[src/rtl/rgmii_rx_deframer.sv]
// RGMII receive deframer: strips preamble/SFD/FCS, checks CRC-32, length and PHY
// error, and streams payload bytes with valid/last/err plus good/bad frame counters.
module rgmii_rx_deframer #(
    parameter int MIN_LEN = 64,
    parameter int MAX_LEN = 1518
) (
    input  logic        clk,
    input  logic        reset,
    input  logic [7:0]  rx_data,
    input  logic [1:0]  rx_ctl,
    output logic [7:0]  out_data,
    output logic        out_valid,
    output logic        out_last,
    output logic        out_err,
    output logic [15:0] frames_ok,
    output logic [15:0] frames_bad
);

    typedef enum logic [1:0] {
        ST_IDLE     = 2'd0,
        ST_PREAMBLE = 2'd1,
        ST_DATA     = 2'd2,
        ST_DROP     = 2'd3
    } state_t;

    localparam logic [10:0] MIN_LEN_C  = 11'(MIN_LEN);
    localparam logic [10:0] MAX_LEN_C  = 11'(MAX_LEN);
    localparam logic [31:0] CRC_RESID  = 32'hDEBB20E3;
    localparam logic [31:0] CRC_POLY   = 32'hEDB88320;

    state_t      state_r;
    logic [7:0]  dl_r [0:4];
    logic [2:0]  dl_cnt_r;
    logic [31:0] crc_r;
    logic [10:0] len_r;
    logic        err_r;
    logic [7:0]  out_data_r;
    logic        out_valid_r;
    logic        out_last_r;
    logic        out_err_r;
    logic [15:0] frames_ok_r;
    logic [15:0] frames_bad_r;

    logic        rx_dv_s;
    logic        rx_er_s;
    logic [31:0] crc_next_s;
    logic        frame_bad_s;

    // Reflected CRC-32 update of one byte, LSB first.
    function automatic logic [31:0] crc32_byte(input logic [31:0] crc, input logic [7:0] data);
        logic [31:0] c;
        c = crc;
        for (int i = 0; i < 8; i++) begin
            if (c[0] ^ data[i]) begin
                c = {1'b0, c[31:1]} ^ CRC_POLY;
            end else begin
                c = {1'b0, c[31:1]};
            end
        end
        return c;
    endfunction

    function automatic logic [15:0] sat_inc16(input logic [15:0] v);
        return (v == 16'hFFFF) ? v : v + 16'd1;
    endfunction

    // Decode control pair, next CRC and end-of-frame verdict.
    always_comb begin
        rx_dv_s     = rx_ctl[1];
        rx_er_s     = rx_ctl[1] ^ rx_ctl[0];
        crc_next_s  = crc32_byte(crc_r, rx_data);
        frame_bad_s = err_r | (crc_r != CRC_RESID) | (len_r < MIN_LEN_C) | (len_r > MAX_LEN_C);
    end

    // Frame state machine, delay line, checks, outputs and counters.
    always_ff @(posedge clk) begin
        if (reset) begin
            state_r      <= ST_IDLE;
            for (int i = 0; i < 5; i++) begin
                dl_r[i] <= 8'h00;
            end
            dl_cnt_r     <= 3'd0;
            crc_r        <= 32'hFFFFFFFF;
            len_r        <= 11'd0;
            err_r        <= 1'b0;
            out_data_r   <= 8'h00;
            out_valid_r  <= 1'b0;
            out_last_r   <= 1'b0;
            out_err_r    <= 1'b0;
            frames_ok_r  <= 16'h0000;
            frames_bad_r <= 16'h0000;
        end else begin
            out_valid_r <= 1'b0;
            out_last_r  <= 1'b0;
            out_err_r   <= 1'b0;
            case (state_r)
                ST_IDLE, ST_PREAMBLE: begin
                    // Outside a frame the per-frame context is held clear, so entry to DATA is clean.
                    dl_cnt_r <= 3'd0;
                    crc_r    <= 32'hFFFFFFFF;
                    len_r    <= 11'd0;
                    err_r    <= 1'b0;
                    if (!rx_dv_s) begin
                        state_r <= ST_IDLE;
                    end else if (rx_data == 8'h55) begin
                        state_r <= ST_PREAMBLE;
                    end else if (rx_data == 8'hD5) begin
                        state_r <= ST_DATA;
                    end else begin
                        state_r <= ST_DROP;
                    end
                end
                ST_DATA: begin
                    if (rx_dv_s) begin
                        dl_r[0] <= rx_data;
                        for (int i = 1; i < 5; i++) begin
                            dl_r[i] <= dl_r[i-1];
                        end
                        crc_r <= crc_next_s;
                        if (len_r != 11'd2047) begin
                            len_r <= len_r + 11'd1;
                        end
                        if (rx_er_s) begin
                            err_r <= 1'b1;
                        end
                        if (dl_cnt_r == 3'd5) begin
                            out_data_r  <= dl_r[4];
                            out_valid_r <= 1'b1;
                        end else begin
                            dl_cnt_r <= dl_cnt_r + 3'd1;
                        end
                    end else begin
                        // End of frame: the oldest held byte is the last payload byte, the rest is FCS.
                        if (len_r >= 11'd5) begin
                            out_data_r  <= dl_r[4];
                            out_valid_r <= 1'b1;
                            out_last_r  <= 1'b1;
                            out_err_r   <= frame_bad_s;
                            if (frame_bad_s) begin
                                frames_bad_r <= sat_inc16(frames_bad_r);
                            end else begin
                                frames_ok_r <= sat_inc16(frames_ok_r);
                            end
                        end else begin
                            frames_bad_r <= sat_inc16(frames_bad_r);
                        end
                        state_r <= ST_IDLE;
                    end
                end
                ST_DROP: begin
                    if (!rx_dv_s) begin
                        state_r <= ST_IDLE;
                    end else begin
                        state_r <= ST_DROP;
                    end
                end
                default: begin
                    state_r <= ST_IDLE;
                end
            endcase
        end
    end

    assign out_data   = out_data_r;
    assign out_valid  = out_valid_r;
    assign out_last   = out_last_r;
    assign out_err    = out_err_r;
    assign frames_ok  = frames_ok_r;
    assign frames_bad = frames_bad_r;

endmodule
[config.mk]
export PLATFORM = sky130hd
export DESIGN_NAME = rgmii_rx_deframer
export DESIGN_NICKNAME = d
export VERILOG_FILES = /design/src/rtl/rgmii_rx_deframer.sv
export SDC_FILE = /design/constraint.sdc
export NUM_CORES = 1
export LEC_CHECK = 0
export BUFFER_PORTS_ARGS = -buffer_cell sky130_fd_sc_hd__buf_2
export CORE_UTILIZATION = 56
export DETAILED_ROUTE_END_ITERATION = 8
export PLACE_DENSITY = 0.76
export SYNTH_ARGS = -nofsm -noshare
export SYNTH_HDL_FRONTEND = slang
export SYNTH_SLANG_ARGS = --single-unit
[constraint.sdc]
create_clock -name clk -period 3.7 [get_ports clk]
set_clock_uncertainty 0.2 [all_clocks]
set_input_delay 0.74 -clock clk [delete_from_list [all_inputs] [get_ports clk]]
set_output_delay 0.74 -clock clk [all_outputs]
set_load 0.02 [all_outputs]
==> results of run 1 <==
final timing paths:
kind | start | to | depth (start not counted)
setup / recovery | len_r[0]$_SDFFE_PP0P_ | frames_ok[15]$_SDFFE_PP0P_ | 6
hold / removal | err_r$_SDFFE_PP0P_ | err_r$_SDFFE_PP0P_ | 2
setup reg to reg | len_r[0]$_SDFFE_PP0P_ | frames_ok[15]$_SDFFE_PP0P_ | 6
hold reg to reg | err_r$_SDFFE_PP0P_ | err_r$_SDFFE_PP0P_ | 2
power by group through the flow:
stage / sequential, W / clock, W / combinational [W]
floorplan: 0.00158 / 0 / 0.000271
global placement: 0.00158 / 0 / 0.000336
detailed placement: 0.00159 / 0 / 0.000342
CTS: 0.00156 / 0.00167 / 0.000349
global route: 0.00156 / 0.00175 / 0.000381
finish: 0.00156 / 0.00165 / 0.000348
sequential cells by signal, indices dropped and copies added (netlist names):
register,count
dl_cnt_r,3
state_r,2
out_data,8
len_r,11
out_err,1
err_r,1
dl_r,40
crc_r,32
out_valid,1
frames_ok,16
out_last,1
frames_bad,16
cell families (layout without fill, tap and decap cells):
kind of cell | after synthesis | after routing | synth area share [%]
AND/OR/NAND/NOR | 246 | 246 | 21.5
flip-flops | 132 | 132 | 50.0
adder cells (fa/ha/maj) | 6 | 6 | 1.23
XOR/XNOR | 97 | 97 | 15.4
multiplexers | 9 | 9 | 1.48
buffers and inverters | 34 | 102 | 2.22
AO/OA/AOI/OAI | 75 | 75 | 8.18
cell usage after synthesis, types with 2 or more instances:
master / number
and2_1: 43
or3_1: 13
buf_2: 3
o22ai_1: 5
o211ai_1: 26
xnor2_1: 49
a211oi_1: 4
xnor2_2: 12
edfxtp_1: 40
xor2_1: 36
nor4bb_1: 3
a41oi_1: 3
nand4_1: 13
nor2b_1: 3
inv_1: 7
nand3_1: 24
and3_1: 10
mux2i_1: 9
clkbuf_1: 23
ha_1: 6
nand2b_1: 10
and4_1: 2
nor3_1: 15
nand2_1: 48
nor2_1: 53
and4b_1: 2
o21ai_0: 12
a21oi_1: 18
dfxtp_1: 92
final cells by class:
cell class | count | area share [%]
clock buffer | 19 | 6.10
multi-input combinational | 433 | 41.2
timing repair buffer | 63 | 4.77
tap | 136 | 2.40
inverter | 7 | 0.371
sequential | 132 | 43.0
clock inverter | 13 | 2.23
worst reg2reg max path, stage by stage (launching register included):
cell     delay (ps)
dfxtp_1         390
a41oi_1         250
nor3_1           70
nor3_1          500
nand4_2         550
or3_1           530
a21oi_1         150
routing by layer:
layer / share of wire, % / up-vias / global-route usage (%)
li1: - / 2204 / -
met1: 44 / 2157 / 29.9
met2: 52 / 79 / 40.9
met3: 3.2 / 12 / 5.70
met4: 0.95 / 0 / 6.65
met5: 0 / - / 0
metrics by stage:
stage / std cells / setup slack [ps] / hold WS, ps / utilization, % / power (W)
floorplan: 599 / 792 / 233 / - / 0.00185
global placement: 771 / 1020 / 256 / 62.3 / 0.00192
detailed placement: 771 / 924 / 269 / 62.3 / 0.00193
CTS: 803 / 969 / 283 / 68.0 / 0.00357
global route: 803 / 761 / 300 / 68.0 / 0.00369
finish: 803 / 976 / 273 / 68.0 / 0.00356
layout by cell type (no fill, tap or decap), types with 7 or more instances in the layout:
cell and n:
nor2_1 53, buf_2 54, inv_1 7, or3_1 13
o211ai_1 26, dfxtp_1 92, nand3_1 24, nand4_1 13
and2_1 43, mux2i_1 9, clkbuf_16 16, nor3_1 15
xnor2_1 49, buf_4 9, xor2_1 36, xnor2_2 12
nand2b_1 8, nand2_1 48, edfxtp_1 40, o21ai_0 12
and3_1 10, a21oi_1 18
==> results.json, run 1 <==
{
  "outcome": "completed",
  "worst-path-buf-inv": 0,
  "fin_area_sq_mm": 0.00708,
  "rsz0062_at_grt": "no",
  "n_antenna_cell": 0,
  "cts-resized-gates": 0,
  "synthCells": 599,
  "cts_root_buffer": "clkbuf_8",
  "cts_hold_buf": 0,
  "numCtsBuffers": 17,
  "rows": 37,
  "combPwrFrac_pct": 9.8,
  "crit_type": "reg2reg",
  "drv_slew": 0,
  "pin_count": 55,
  "power_density_mw_per_mm2": 502,
  "hp-class": "reg2reg",
  "fin_crit_sh_pct": 73.6,
  "wl_per_cell_um": 15.5,
  "dr.first_iter.drc_count": 218,
  "grt_overflow": 0,
  "dieArea_sq_mm": 0.0113,
  "p_leak_nw": 2.82,
  "route.detailed.drc": 0,
  "htreeDepth": 4,
  "clkSlewWorstSetupHoldPaths_ps": 60,
  "worstSetupStartpointType": "flop",
  "drv_cap": 0,
  "synth.cell_area_sq_mm": 0.00609,
  "drtAntennaViolNets": 0,
  "avgSynthCellArea_sq_um": 10.2,
  "synth_area_leaders": "dfxtp_1 30%, edfxtp_1 20%, xnor2_1 7.0%",
  "grt_max_degree": 57,
  "grt_pass1_wl_mm": 20.8,
  "start_util_pct": 58.5,
  "tns_ps": 0,
  "vdd_drop_max_mv": 0.315,
  "fillCellCount": 799,
  "cts_tree": "done",
  "cts_setup_buffers": 0,
  "crit_family": "simple AND/OR/NAND/NOR gates",
  "ys.flop_type": "dfxtp_1",
  "die_h_um": 106,
  "synth_edf_count": 40,
  "max_stage_delay_ps": 550,
  "crit_slowest_cell": "nand4_2",
  "place_hpwl_mm": 8.33,
  "cp.required_ps": 3940,
  "finalNetCount": 672,
  "worst_pin_slew_ps": 665,
  "arrival_ps": 2960,
  "synth_nets": 617,
  "p_clk_share_pct": 46.4,
  "drive_above_1_share_pct": 17.2,
  "p_sw_w": 0.000838,
  "core_sq_mm": 0.0104,
  "multiInputGateArea_sq_mm": 0.00292,
  "crit_top_cell": "nor3_1",
  "endpoint_kind": "flop",
  "detail_route.wirelength_mm": 12.4,
  "vias": 4452,
  "synth_top_cell_by_area": "dfxtp_1",
  "antenna_found_initial": 0,
  "relSlewSlack_pct": 55.4,
  "max_freq_mhz": 367,
  "yosysUniqueCellTypes": 44,
  "grt_pass1_vias": 4271,
  "internal_power_w": 0.00272,
  "cts_buffer_depth": 2,
  "setup_viol": 0,
  "seqPwrFrac_pct": 43.8,
  "dpl_cell_area_sq_mm": 0.00649,
  "grtUsageTotal_pct": 23.9,
  "area_growth_pct": 16.3,
  "port_buffers": 54,
  "yosys_register_bits": 132,
  "async_flop_share_pct": 0,
  "netlist.area_leader.share_pct": 30.3,
  "hold_viol": 0,
  "worstPathMaxFanout": 25,
  "seqCellArea_sq_mm": 0.00304,
  "ff2ff_setup_slack_ps": 980,
  "place_congestion": 0.870,
  "yosys_warnings": 0,
  "min_period_ps": 2720,
  "yosysSeqAreaShare_pct": 50.0,
  "drt_first_pass_iters": 4,
  "via_per_inst": 5.54,
  "cts_sinks": 132,
  "swShare_pct": 23.6,
  "crit_chain": "a41oi_1 -> nor3_1 -> nor3_1 -> nand4_2 -> or3_1 -> a21oi_1",
  "worst_skew_pair.late_latency_ps": 520,
  "die_w_um": 106
}
Power figures use the tool's default switching activity.
==> run 2, diff against run 1 <==
--- a/config.mk
+++ b/config.mk
@@ -5,10 +5,11 @@
 export SDC_FILE = /design/constraint.sdc
 export NUM_CORES = 1
 export LEC_CHECK = 0
+export ABC_AREA = 1
 export BUFFER_PORTS_ARGS = -buffer_cell sky130_fd_sc_hd__buf_2
-export CORE_UTILIZATION = 56
+export CORE_UTILIZATION = 55
 export DETAILED_ROUTE_END_ITERATION = 8
-export PLACE_DENSITY = 0.76
+export PLACE_DENSITY = 0.77
 export SYNTH_ARGS = -nofsm -noshare
 export SYNTH_HDL_FRONTEND = slang
 export SYNTH_SLANG_ARGS = --single-unit
==> constraint.sdc (replaced) <==
create_clock -name clk -period 2.5 [get_ports clk]
set_clock_uncertainty 0.2 [all_clocks]
set_input_delay 0.5 -clock clk [delete_from_list [all_inputs] [get_ports clk]]
set_output_delay 0.5 -clock clk [all_outputs]
set_load 0.02 [all_outputs]
==> run 2 against run 1 <==
Effect of this change:
- die area rose by 23%
- design area increased by 20%
- count of clock-buffer cells in the layout is 1 lower
- global-route usage grew 2.6 points
==> results.json, run 2 <==
{
  "grt_max_degree": 50,
  "cts_sinks": 132,
  "ys_top_cells_by_count": "270 x nand2_1, 156 x nor2_1, 144 x inv_1, 92 x dfxtp_1, 79 x nand3_1",
  "max_stage_delay_ps": 420,
  "crit_chain": "ha_1 -> nand2_1 -> nor2_1 -> nand4_1 -> nand2_1 -> inv_2 -> nand3_2 -> nor2_1 -> nor2_1 -> nor2_1",
  "area_growth_pct": 15.2,
  "worstPathMaxFanout": 17,
  "drt_first_pass_iters": 6,
  "tns_ps": 0,
  "n_antenna_cell": 0,
  "synth_area_leaders": "dfxtp_1 25%, edfxtp_1 16%, nand2_1 14%",
  "port_buffers": 54,
  "fin_cells": 1296,
  "r2r_cells": 10,
  "cts-resized-gates": 0,
  "via_per_inst": 5.27,
  "wl_per_cell_um": 13.8,
  "drv_cap": 0,
  "cts_hold_buf": 0,
  "htreeDepth": 4,
  "p_leak_nw": 4.00,
  "yosys_register_bits": 132,
  "drv_slew": 0,
  "crit_type": "reg2reg",
  "synth_edf_count": 40,
  "die_h_um": 118,
  "cts_setup_buffers": 0,
  "grt_pass1_vias": 6337,
  "yosysSeqAreaShare_pct": 41.3,
  "avgSynthCellArea_sq_um": 7.01,
  "synth_nets": 1070,
  "relSlewSlack_pct": 69.0,
  "synth.cell_area_sq_mm": 0.00737,
  "cts_root_buffer": "clkbuf_16",
  "worst_skew_pair.late_latency_ps": 420,
  "route.detailed.drc": 0,
  "synthCells": 1052,
  "yosysMostFrequentCell": "nand2_1",
  "fin_crit_sh_pct": 85.8,
  "fin_area_sq_mm": 0.00850,
  "largest_reg_flops": 40,
  "r2r-end": "frames_ok[3]$_SDFFE_PP0P_",
  "max_freq_mhz": 466,
  "top_register": "dl_r",
  "yosysUniqueCellTypes": 40,
  "synth_top_cell_by_area": "dfxtp_1",
  "endpoint_kind": "flop",
  "min_period_ps": 2140,
  "final_cell_mix": "269 x nand2_1, 156 x nor2_1, 144 x inv_1",
  "drtAntennaViolNets": 0,
  "cp.required_ps": 2620,
  "cts_buffer_depth": 2,
  "ff2ff_setup_slack_ps": 360,
  "hold_viol": 0,
  "die_w_um": 118,
  "antenna_found_initial": 0,
  "grt_pass1_wl_mm": 29.4,
  "detail_route.wirelength_mm": 17.9,
  "crit_top_cell": "nor2_1",
  "async_flop_share_pct": 0,
  "rows": 41,
  "hp-class": "in2reg",
  "dp_cells": 1264,
  "drive_above_1_share_pct": 13.7,
  "core_sq_mm": 0.0128,
  "worst_pin_slew_ps": 464,
  "rsz0062_at_grt": "no",
  "dr.first_iter.drc_count": 736,
  "vdd_drop_max_mv": 0.393,
  "worstSetupStartpointType": "flop",
  "ys.flop_type": "dfxtp_1",
  "hold-path-endpoint": "out_valid$_SDFF_PP0_",
  "finalNetCount": 1129,
  "crit_slowest_cell": "dfxtp_1",
  "layout_commonest_cell": "nand2_1",
  "clkSlewWorstSetupHoldPaths_ps": 60,
  "numCtsBuffers": 17,
  "vias": 6831,
  "setup_viol": 0,
  "holdCritStartpoint": "reset",
  "hold-worst-slack_ps": 145,
  "yosys_warnings": 0,
  "largest_registers": "dl_r (40), crc_r (32)",
  "power_density_mw_per_mm2": 669,
  "hold_depth": 2,
  "place_congestion": 0.924,
  "cts_tree": "done",
  "worstReg2RegStart": "frames_ok[0]$_SDFFE_PP0P_",
  "grt_overflow": 0,
  "arrival_ps": 2260,
  "outcome": "completed",
  "netlist.area_leader.share_pct": 25.0,
  "dpl_cell_area_sq_mm": 0.00787,
  "place_hpwl_mm": 12.4,
  "dieArea_sq_mm": 0.0139,
  "pin_count": 55,
  "start_util_pct": 57.5,
  "grtUsageTotal_pct": 26.5
}
run 2: cell count changes in the layout (fill, tap and decap cells not counted), sizes merged, moves of 10 or more:
cell,delta
or3,-13
inv,+150
nand2,+234
nor2,+115
a21oi,+18
and2,-41
o211ai,-17
o21ai,+33
nand2b,-10
xnor2,-43
nand3,+58
run 2: area by class of cell:
cell class / instances / area, sq um
inverter: 153 / 574
sequential: 132 / 3040
clock inverter: 14 / 198
tap: 172 / 215
clock buffer: 18 / 429
multi-input combinational: 737 / 3620
timing repair buffer: 70 / 415
fill: 1123 / 4330
run 2: worst max-delay path by stage:
| stage | startpoint | end | slack [ps] | cells past startpoint |
|---|---|---|---|---|
| 5_1_grt | frames_ok[0]$_SDFFE_PP0P_ | frames_ok[15]$_SDFFE_PP0P_ | 150 | 10 |
| 3_5_place_dp | rx_data[5] | crc_r[18]$_SDFFE_PP1P_ | 210 | 13 |
| 6_report | frames_ok[0]$_SDFFE_PP0P_ | frames_ok[3]$_SDFFE_PP0P_ | 360 | 10 |
| 4_1_cts | frames_ok[0]$_SDFFE_PP0P_ | frames_ok[3]$_SDFFE_PP0P_ | 360 | 10 |
| 2_1_floorplan | reset | dl_r[0][0]$_SDFFCE_PN0P_ | 180 | 5 |
| 3_3_place_gp | rx_data[5] | crc_r[18]$_SDFFE_PP1P_ | 220 | 13 |
run 2: report_power, final:
| group | leakage [nW] | total (W) | internal [W] | switching [W] |
|---|---|---|---|---|
| registers | 1.17 | 0.00233 | 0.00228 | 0.0000490 |
| clock network | 0.304 | 0.00267 | 0.00168 | 0.000989 |
| logic | 2.53 | 0.000687 | 0.000221 | 0.000466 |
| total | 4.00 | 0.00569 | 0.00418 | 0.00150 |
run 2: cell families (layout without fill, tap and decap cells):
group / count (synthesis) / after routing / share of synthesized area (%)
AOI/OAI and AO/OA: 99 / 99 / 7.84
xor gates and xnor gates: 46 / 46 / 5.46
adders and majority gates: 6 / 6 / 1.02
buffers and inverters: 183 / 255 / 9.64
DFF: 132 / 132 / 41.3
and+or+nand+nor: 586 / 586 / 34.8
run 2: critical path: cells and delay by family (launching register included):
family / cells / cell delay (ps)
adder cells (fa/ha/maj): 1 / 220
flip-flops: 1 / 420
AND/OR/NAND/NOR: 8 / 1060
buffers and inverters: 1 / 140
run 2: metal layers:
metal  up-vias  part of all wire, %  track usage (%)
met5         -                    0                0
met4         0                  2.6             11.5
met3        39                  5.9             5.18
met2       224                   48             44.6
met1      3127                   44             32.8
li1       3441                    -                -
run 2: through the flow:
| step | power [W] | worst slack, ps | util [%] |
|---|---|---|---|
| floorplan | 0.00286 | 181 | - |
| global placement | 0.00303 | 216 | 61.4 |
| detailed placement | 0.00304 | 206 | 61.4 |
| CTS | 0.00571 | 363 | 66.3 |
| global route | 0.00590 | 152 | 66.3 |
| finish | 0.00569 | 355 | 66.3 |
==> run 3, diff against run 2 <==
--- a/config.mk
+++ b/config.mk
@@ -6,10 +6,10 @@
 export NUM_CORES = 1
 export LEC_CHECK = 0
 export ABC_AREA = 1
-export BUFFER_PORTS_ARGS = -buffer_cell sky130_fd_sc_hd__buf_2
-export CORE_UTILIZATION = 55
+export CORE_UTILIZATION = 56
 export DETAILED_ROUTE_END_ITERATION = 8
-export PLACE_DENSITY = 0.77
+export DONT_BUFFER_PORTS = 1
+export PLACE_DENSITY = 0.74
 export SYNTH_ARGS = -nofsm -noshare
 export SYNTH_HDL_FRONTEND = slang
 export SYNTH_SLANG_ARGS = --single-unit
==> run 3 against run 2 <==
Effect of this change:
- clock power decreased by 12%
- routed wire length decreased by 1.6%
- sequential share of layout area increased by 0.92 points
- sequential power about the same
- combinational power decreased by 3.2%
- largest cell class unchanged
==> results.json, run 3 (synthesized netlist as in run 2, its figures left out) <==
{
  "outcome": "completed",
  "wl_per_cell_um": 14.0,
  "grt_pass1_wl_mm": 28.5,
  "endpoint_kind": "flop",
  "dr.first_iter.drc_count": 587,
  "setup_viol": 0,
  "rsz0062_at_grt": "no",
  "dieArea_sq_mm": 0.0136,
  "via_per_inst": 5.25,
  "max_freq_mhz": 471,
  "pin_count": 55,
  "core_sq_mm": 0.0127,
  "tns_ps": 0,
  "grt_max_degree": 50,
  "drv_slew": 0,
  "cts_sinks": 132,
  "port_buffers": 0,
  "arrival_ps": 2250,
  "hold-worst-slack_ps": 30.1,
  "clkSlewWorstSetupHoldPaths_ps": 60,
  "drt_first_pass_iters": 5,
  "vias": 6601,
  "largest_registers": "dl_r (40), crc_r (32)",
  "antenna_found_initial": 0,
  "worstSetupStartpointType": "flop",
  "largest_reg_flops": 40,
  "hp-class": "in2reg",
  "drtAntennaViolNets": 0,
  "vdd_drop_max_mv": 0.355,
  "fin_crit_sh_pct": 84.8,
  "total_power_w": 0.00535,
  "worstPathMaxFanout": 17,
  "layout_commonest_cell": "nand2_1",
  "finalNetCount": 1090,
  "grtUsageTotal_pct": 27.3,
  "detail_route.wirelength_mm": 17.6,
  "die_w_um": 117,
  "n_antenna_cell": 0,
  "route.detailed.drc": 0,
  "relSlewSlack_pct": 49.9,
  "cts_tree": "done",
  "final_cell_mix": "269 x nand2_1, 156 x nor2_1, 144 x inv_1",
  "start_util_pct": 58.0,
  "drv_cap": 0,
  "cts_buffer_depth": 2,
  "worst_skew_pair.late_latency_ps": 430,
  "cts_setup_buffers": 0,
  "htreeDepth": 4,
  "numCtsBuffers": 17,
  "hold_viol": 0,
  "place_hpwl_mm": 12.2,
  "area_growth_pct": 12.4,
  "cts_root_buffer": "clkbuf_16",
  "grt_overflow": 0,
  "p_leak_nw": 3.77,
  "grt_pass1_vias": 5952,
  "crit_type": "reg2reg",
  "cp.required_ps": 2630,
  "rows": 41,
  "fin_util_pct": 65.1,
  "min_period_ps": 2120,
  "place_congestion": 0.937,
  "die_h_um": 117,
  "ff2ff_setup_slack_ps": 380,
  "drive_above_1_share_pct": 10.7,
  "worst_pin_slew_ps": 744,
  "power_density_mw_per_mm2": 646,
  "top_register": "dl_r"
}
## run 3: cell types whose count changed in the layout (fill, tap and decap cells not counted), moves of 2 or more
cell,previous run,this run
buf_4,14,28
clkinv_2,1,3
inv_6,5,3
clkinv_4,2,5
bufinv_16,4,1
buf_2,54,0
## run 3: repair_timing
item                                   4_1_cts  5_1_grt
gates resized for setup                      0        0
endpoints found under the hold margin       22        0
hold buffers                                 1        0
## run 3: final timing paths
| kind | start | to | cells after the start |
|---|---|---|---|
| max reg2reg | crc_r[13]$_SDFFE_PP1P_ | frames_bad[0]$_SDFFE_PP0P_ | 11 |
| min reg2reg | dl_cnt_r[0]$_SDFFE_PP0P_ | dl_cnt_r[0]$_SDFFE_PP0P_ | 2 |
| max | crc_r[13]$_SDFFE_PP1P_ | frames_bad[0]$_SDFFE_PP0P_ | 11 |
| min | rx_data[7] | state_r[0]$_SDFFE_PP0P_ | 3 |
## run 3: critical path, cell delays in order (launching register included)
cell and delay [ps]:
dfxtp_1 370, nand2_1 70, nor2_1 280, nand2_1 110, nor2_2 120, nand2_2 100
nor2_8 160, nand2_4 160, nand2_4 210, inv_1 80, nor2_1 90, nor2_1 50
## run 3: metal layers
layer	wire, um	up-vias	track usage, %
li1	-	3374	-
met1	7630	2961	34.2
met2	8130	225	44.1
met3	1240	41	6.54
met5	0	-	0
met4	574	0	13.8
## run 3: area by class of cell
| type | instances | area, sq um |
|---|---|---|
| Tap cell | 172 | 215 |
| Sequential cell | 132 | 3040 |
| Inverter | 153 | 574 |
| Clock buffer | 18 | 429 |
| Clock inverter | 14 | 130 |
| Timing Repair Buffer | 31 | 270 |
| Fill cell | 1148 | 4440 |
| Multi-Input combinational cell | 737 | 3620 |
## run 3: metrics by stage
step | area (sq um) | std cells | worst slack [ps]
final | 8280 | 1257 | 379
after global routing | 8280 | 1257 | 204
after floorplan | 7380 | 1052 | 181
after global placement | 7700 | 1224 | 389
after CTS | 8280 | 1257 | 386
after detailed placement | 7700 | 1224 | 330
## run 3: power by group
part           leakage [nW]  switching, W  internal [W]
Clock                 0.271      0.000990       0.00137
Combinational          2.34      0.000450      0.000214
Sequential             1.17     0.0000461       0.00228
Total                  3.77       0.00149       0.00387
